File: src/rtl/universal_shift_register.sv
// Universal shift register: parallel load, five shift/rotate modes, manual stepping
// and a counted burst engine with busy/done handshake.
module universal_shift_register #(
   parameter int WIDTH = 8,
   parameter int CNT_W = 4
) (
   input  logic             clk,
   input  logic             reset_n,
   input  logic [2:0]       mode,
   input  logic             load,
   input  logic [WIDTH-1:0] par_in,
   input  logic             ser_in,
   input  logic             shift_en,
   input  logic             start,
   input  logic [CNT_W-1:0] count,
   input  logic             abort,
   output logic [WIDTH-1:0] data_out,
   output logic             ser_out,
   output logic             busy,
   output logic             done
);

   // Handshake: start is accepted only in IDLE; busy is high for exactly the N step
   // cycles of a burst, and done pulses for one IDLE cycle after the last step
   // (never after an abort or reset).
   typedef enum logic {IDLE = 1'b0, SHIFT = 1'b1} state_t;

   state_t           state, state_n;
   logic [WIDTH-1:0] data_q, data_n;
   logic             ser_q, ser_n;
   logic [2:0]       mode_q, mode_n;
   logic [CNT_W-1:0] rem_q, rem_n;
   logic             done_q, done_n;

   // Result packed as {ser_out, data}; reserved modes hold both.
   function automatic logic [WIDTH:0] do_step(input logic [2:0] m, input logic [WIDTH-1:0] d,
                                              input logic s, input logic so);
      case (m)
         3'b000:  do_step = {d[WIDTH-1], d[WIDTH-2:0], s};
         3'b001:  do_step = {d[0], s, d[WIDTH-1:1]};
         3'b010:  do_step = {d[WIDTH-1], d[WIDTH-2:0], d[WIDTH-1]};
         3'b011:  do_step = {d[0], d[0], d[WIDTH-1:1]};
         3'b100:  do_step = {d[0], d[WIDTH-1], d[WIDTH-1:1]};
         default: do_step = {so, d};
      endcase
   endfunction

   always_comb begin
      state_n = state;
      data_n  = data_q;
      ser_n   = ser_q;
      mode_n  = mode_q;
      rem_n   = rem_q;
      done_n  = 1'b0;
      case (state)
         IDLE: begin
            if (load) begin
               data_n = par_in;
            end else if (start) begin
               mode_n = mode;
               rem_n  = count;
               if (count != '0) state_n = SHIFT;
               else             done_n  = 1'b1;
            end else if (shift_en) begin
               {ser_n, data_n} = do_step(mode, data_q, ser_in, ser_q);
            end
         end
         SHIFT: begin
            if (abort) begin
               state_n = IDLE;
               rem_n   = '0;
            end else begin
               {ser_n, data_n} = do_step(mode_q, data_q, ser_in, ser_q);
               rem_n = rem_q - CNT_W'(1);
               if (rem_q == CNT_W'(1)) begin
                  state_n = IDLE;
                  done_n  = 1'b1;
               end
            end
         end
         default: state_n = IDLE;
      endcase
   end

   always_ff @(posedge clk or negedge reset_n) begin
      if (!reset_n) begin
         state  <= IDLE;
         data_q <= '0;
         ser_q  <= 1'b0;
         mode_q <= '0;
         rem_q  <= '0;
         done_q <= 1'b0;
      end else begin
         state  <= state_n;
         data_q <= data_n;
         ser_q  <= ser_n;
         mode_q <= mode_n;
         rem_q  <= rem_n;
         done_q <= done_n;
      end
   end

   assign data_out = data_q;
   assign ser_out  = ser_q;
   assign busy     = (state == SHIFT);
   assign done     = done_q;

endmodule

File: config.mk
export PLATFORM = sky130hd
export DESIGN_NAME = universal_shift_register
export DESIGN_NICKNAME = d
export VERILOG_FILES = /design/src/rtl/universal_shift_register.sv
export SDC_FILE = /design/constraint.sdc
export NUM_CORES = 1
export LEC_CHECK = 0
export BUFFER_PORTS_ARGS = -buffer_cell sky130_fd_sc_hd__buf_2
export CAP_MARGIN = 20
export CORE_UTILIZATION = 25
export DETAILED_ROUTE_END_ITERATION = 7
export GPL_ROUTABILITY_DRIVEN = 0
export HOLD_SLACK_MARGIN = 0.05
export PLACE_DENSITY = 0.44
export SLEW_MARGIN = 20
export SYNTH_ARGS = -nofsm -noshare
export SYNTH_HDL_FRONTEND = slang
export SYNTH_SLANG_ARGS = --single-unit
File: constraint.sdc
create_clock -name clk -period 1.6 [get_ports clk]
set_input_delay 0.08 -clock clk [delete_from_list [all_inputs] [get_ports clk]]
set_output_delay 0.08 -clock clk [all_outputs]
set_load 0.03 [all_outputs]
# After elaboration in Yosys (flattened, before gate mapping)
# Index checks and enable logic that the tools add are counted.
classes:
  addsub: 1
  n_eq_ne: 23
  n_mux: 28
  bitwise_logic: 2
  n_reduce_logical: 8
op_table:
  columns: ["cell", "count"]
  rows:
  - ["$pmux 9 s5", 2]
  - ["$mux 8", 4]
  - ["$pmux 8 s2", 1]
  - ["$mux 1", 14]
  - ["$eq 3x2->1 const B", 4]
  - ["$mux 4", 3]
  - ["$ne 2x2->1 const B", 6]
  - ["$ne 6x1->1 const B", 2]
  - ["$ne 3x3->1 const B", 3]
  - ["$pmux 4 s2", 1]
  - ["$ne 7x2->1 const B", 1]
  - ["$reduce_and 7->1", 1]
  - ["$eq 3x1->1 const B", 2]
  - ["$eq 3x3->1 const B", 2]
  - ["$logic_not 3->1", 2]
  - ["$ne 6x2->1 const B", 1]
  - ["$pmux 1 s2", 3]
  - ["$reduce_and 6->1", 1]
  - ["$ne 5x1->1 const B", 1]
  - ["$reduce_and 5->1", 1]
  - ["$eq 4x1->1 const B", 1]
  - ["$reduce_bool 4->1", 1]
  - ["$sub 4x1->4 const B", 1]
  - ["$reduce_and 3->1", 1]
  - ["other kinds (2)", 3]
totals:
  reg_bits: 18
  input_bits: 22
  elab_cells: 69

# Depth between registers and ports, before layout
depth:
  depth_word: 6
  depth_mapped: 6
  depth_no_buf: 5

# Worst setup path before layout
# No wires, ideal clock.
synth_timing:
  path_type: "reg-to-reg"
  from: "register state, in the netlist busy"
  to: "register ser_q, in the netlist ser_out"
  arrival_ps: 1582
  setup_slack_ps: -108
  path_stages_with_launch: 6
  period_less_slack_ps: 1708
  cell_sequence: "dfrtp_1 -> buf_4 -> or2_2 -> o32ai_1 -> o311a_1 -> a21oi_1"
synth_between:
  elab_chain_cells: 3
synth_lines:
  columns: ["item", "line_no", "source"]
  rows:
  - ["start, declared", "28", "state_t state, state_n;"]
  - ["start signal, assigned", "94", "state <= state_n;"]
  - ["$not 1->1 (no line)", null, null]
  - ["$ne 6x1->1 (no line) / $ne 2x2->1 (equally long branches)", null, null]
  - ["$reduce_and 6->1 (no line)", null, null]
  - ["end signal, assigned", "96", "ser_q <= ser_n;"]
  - ["end, declared", "30", "logic ser_q, ser_n;"]
# Several ways; a longest one is shown, not always the timed one.
# A chain may end at the register's enable or synchronous reset.

# Worst setup path after layout
layout_timing:
  from: "register mode_q[1]"
  to: "register data_q[5], in the netlist data_out[5]"
layout_between:
  elab_chain_cells: 4
layout_lines:
  columns: ["item", "line_no", "source"]
  rows:
  - ["start, declared", "31", "logic [2:0] mode_q, mode_n;"]
  - ["start signal, assigned", "97", "mode_q <= mode_n;"]
  - ["$eq 3x3->1, or another cell as far along", "38", "case (m)"]
  - ["$pmux 9 s5", "38", null]
  - ["$mux 8", "69", "if (abort) begin"]
  - ["$pmux 8 s2", "55", "case (state)"]
  - ["end signal, assigned", "95", "data_q <= data_n;"]
  - ["end, declared", "29", "logic [WIDTH-1:0] data_q, data_n;"]
# Several ways; a longest one is shown, not always the timed one. The select of a mux whose other input is x is not followed.

==> results.py <==
metrics = {
    "critical_path": {
        "cp_top_family": "compound AO/OA/AOI/OAI gates",
        "crit_required_ps": 1780,
        "cp_common_cell": "buf_4",
        "start_kind": "register",
        "critPathMaxFanout": 4,
        "slowest_stage": "dfrtp_1",
        "critPathMaxStageDelay_ps": 400,
        "worst-path-buf-inv": 2,
        "crit_type": "reg -> reg",
        "cp-end-kind": "register",
        "path_cells": "buf_4 -> nor3b_1 -> buf_4 -> o21ai_0 -> a21o_1 -> a31oi_1",
        "cp.arrival_ps": 1700,
    },
    "grt": {
        "grt_use_met2_pct": 23.9,
        "grt_busiest_layer": "met2",
        "grt_pass1_vias": 1452,
        "grtUsageMet3_pct": 2.76,
        "antenna_found_initial": 0,
        "gr-total-overflow": 0,
        "met1_usage_pct": 21.3,
        "grt_max_degree": 28,
        "grt_first_pass_wirelength_mm": 7.39,
        "track_usage_pct": 15.5,
    },
    "sta": {
        "slew_headroom_pct": 71.2,
        "fin_hold_ws_ps": 80.5,
        "hold_viol": 0,
        "setup_viol": 0,
        "rsz0062_at_grt": "true",
        "worstMarginPinSlew_ps": 431,
        "fin_crit_ps": 1530,
        "finalMaxSlewViolations": 0,
        "skew_ps": 2.32,
        "fmax_mhz": 656,
        "fin_crit_sh_pct": 95.3,
        "fin_setup_tns_ps": 0,
    },
    "synthesis": {
        "synth_nets": 199,
        "synth_area_um2": 1490,
        "synthArstFlopShare_pct": 100,
        "synth_ff_type": "dfrtp_1",
        "yosysSeqAreaShare_pct": 30.2,
        "syn_inst": 175,
        "synth_edf_count": 0,
        "synth_cell_types": 58,
        "ys_ff_latch": 18,
        "avgSynthCellArea_um2": 8.52,
        "yosysWarnings": 0,
    },
    "finish": {
        "layout_common_cells": "buf_2 (32), buf_4 (21), dfrtp_1 (16), o21ai_0 (14), a21oi_1 (10)",
        "fin_util_pct": 33.7,
        "stdcell_count": 293,
        "diodes": 0,
        "final_common_cell": "buf_2",
        "drive_gt1_share_pct": 33.9,
        "nets": 246,
        "area_growth_syn_to_layout_pct": 27.6,
    },
    "clock_network": {
        "htree_num_levels": 1,
        "numCtsBuffers": 3,
        "clk_path_buf_depth": 2,
        "clock_latency_ps": 260,
        "numClockSinks": 18,
        "root_buffer": "clkbuf_8",
        "clk_pin_slew_worst_paths_ps": 70,
        "cts_tree": "yes",
    },
    "die": {
        "std_cell_rows": 27,
        "start_util_pct": 26.4,
        "io_pins": 33,
        "die_w_um": 79.2,
        "core_um2": 5640,
        "fp.dieH_um": 79.2,
        "die_area_um2": 6280,
    },
    "place": {
        "io_buffers": 32,
        "dpl.cell_count": 288,
        "dp_hpwl_mm": 3.54,
    },
    "power": {
        "leakage_nw": 0.804,
        "power_mw": 2.74,
        "power.switching_mw": 1.26,
        "p_per_area_nw_per_um2": 1440,
        "p_sw_share_pct": 46.0,
        "peakVddDrop_mv": 0.491,
        "sequentialPowerShare_pct": 31.9,
        "p_comb_share_pct": 55.6,
        "clkPwrFrac_pct": 12.5,
        "p_int_mw": 1.48,
    },
    "routing": {
        "drcViolationCount": 0,
        "wl_mm": 4.63,
        "routed_via_density": 5.20,
        "avgRoutedWirePerCell_um": 15.8,
        "drt_iter0_markers": 104,
        "dr.pass1.iters": 4,
        "num_vias": 1523,
        "ant_nets": 0,
    },
    "hold_path": {
        "min-delay-path-class": "in -> reg",
    },
    "outcome": {
        "outcome": "finished, final reports clean",
    },
    "flow_run": {
        "max-cap-violations": 0,
    },
}
power by group through the flow:
stage                     clock (mW)  sequential [mW]  combinational [mW]
after global placement             0            0.884                1.52
after detailed placement           0            0.880                1.51
after global routing           0.375            0.902                1.67
final                          0.342            0.875                1.53
after floorplan                    0             1.06               0.772
after CTS                      0.355            0.871                1.52
per-layer routing:
layer,vias to the layer above,share of wire [%],wire (µm)
met1,713,48,2220
met2,43,46,2140
met5,-,0,0
met3,4,5.0,232
li1,763,-,-
met4,0,0.99,46
flip-flops by register name (all words and copies together) (netlist names):
| register | count |
|---|---|
| busy | 1 |
| done | 1 |
| mode_q | 3 |
| data_out | 8 |
| ser_out | 1 |
| rem_q | 4 |
worst min-delay path, cell delays in order:
cell	delay, ps
buf_2	90
nand3_1	60
o21ai_0	70
cell usage after synthesis (all sizes together) (2+ instances only):
| master | n | area share, % |
|---|---|---|
| nor2 | 8 | 2.2 |
| clkbuf | 3 | 0.75 |
| nand2b | 5 | 2.1 |
| o21a | 4 | 2.0 |
| nand3 | 6 | 2.0 |
| mux2 | 4 | 3.0 |
| o211ai | 3 | 1.5 |
| a21oi | 11 | 3.9 |
| a221o | 4 | 2.7 |
| buf | 10 | 4.9 |
| o32a | 2 | 1.3 |
| nand3b | 2 | 1.0 |
| inv | 9 | 2.3 |
| nor3b | 4 | 2.3 |
| a31oi | 8 | 3.4 |
| o21ai | 16 | 5.6 |
| a21o | 2 | 1.0 |
| o22ai | 3 | 1.3 |
| nand2 | 4 | 1.0 |
| dfrtp | 18 | 30 |
| nor3 | 6 | 2.0 |
| nand4 | 3 | 1.3 |
| mux2i | 3 | 2.0 |
| and3 | 2 | 0.84 |
| or3b | 3 | 1.8 |
| ha | 2 | 1.7 |
| nor2b | 7 | 2.9 |
through the flow:
step	worst slack (ps)	cell area [µm²]
floorplan	2.79	1500
global placement	39.9	1840
detailed placement	82.1	1840
CTS	60.0	1900
global route	-24.4	1900
finish	74.9	1900
repair_timing:
action | in CTS | in global routing
hold endpoints to repair | 18 | 0
hold buffers | 1 | 0
buffers inserted | 0 | 0
endpoints found under the setup margin | 0 | 7
gates resized for setup | 0 | 3
worst paths after layout:
check	from	to	slack [ps]	depth (start not counted)
worst max-delay path	mode_q[1]$_DFFE_PN0P_	data_out[5]$_DFFE_PN0P_	70	6
worst min-delay path	count[2]	rem_q[2]$_DFFE_PN0P_	80	3
worst max register to register	mode_q[1]$_DFFE_PN0P_	data_out[5]$_DFFE_PN0P_	70	6
worst min register to register	rem_q[1]$_DFFE_PN0P_	rem_q[1]$_DFFE_PN0P_	540	2
max in group asynchronous	reset_n	busy$_DFF_PN0_	990	2
min in group asynchronous	reset_n	data_out[4]$_DFFE_PN0P_	290	2
cells by family after synthesis:
logic type               synth area share, %
flip-flops                              30.2
AO/OA/AOI/OAI                           31.0
adder cells (fa/ha/maj)                 1.68
multiplexers                            5.03
AND/OR/NAND/NOR                         23.5
XOR/XNOR                               0.587
buffers and inverters                   7.97
final cells by class:
class / count / area, µm²
fillers: 612 / 3740
multi-input cells: 135 / 933
flip-flops and latches: 18 / 453
repair buffers: 55 / 348
well taps: 72 / 90.1
clock buffers: 4 / 45.0
inverters: 9 / 33.8
(Power assumes the default switching activity.)
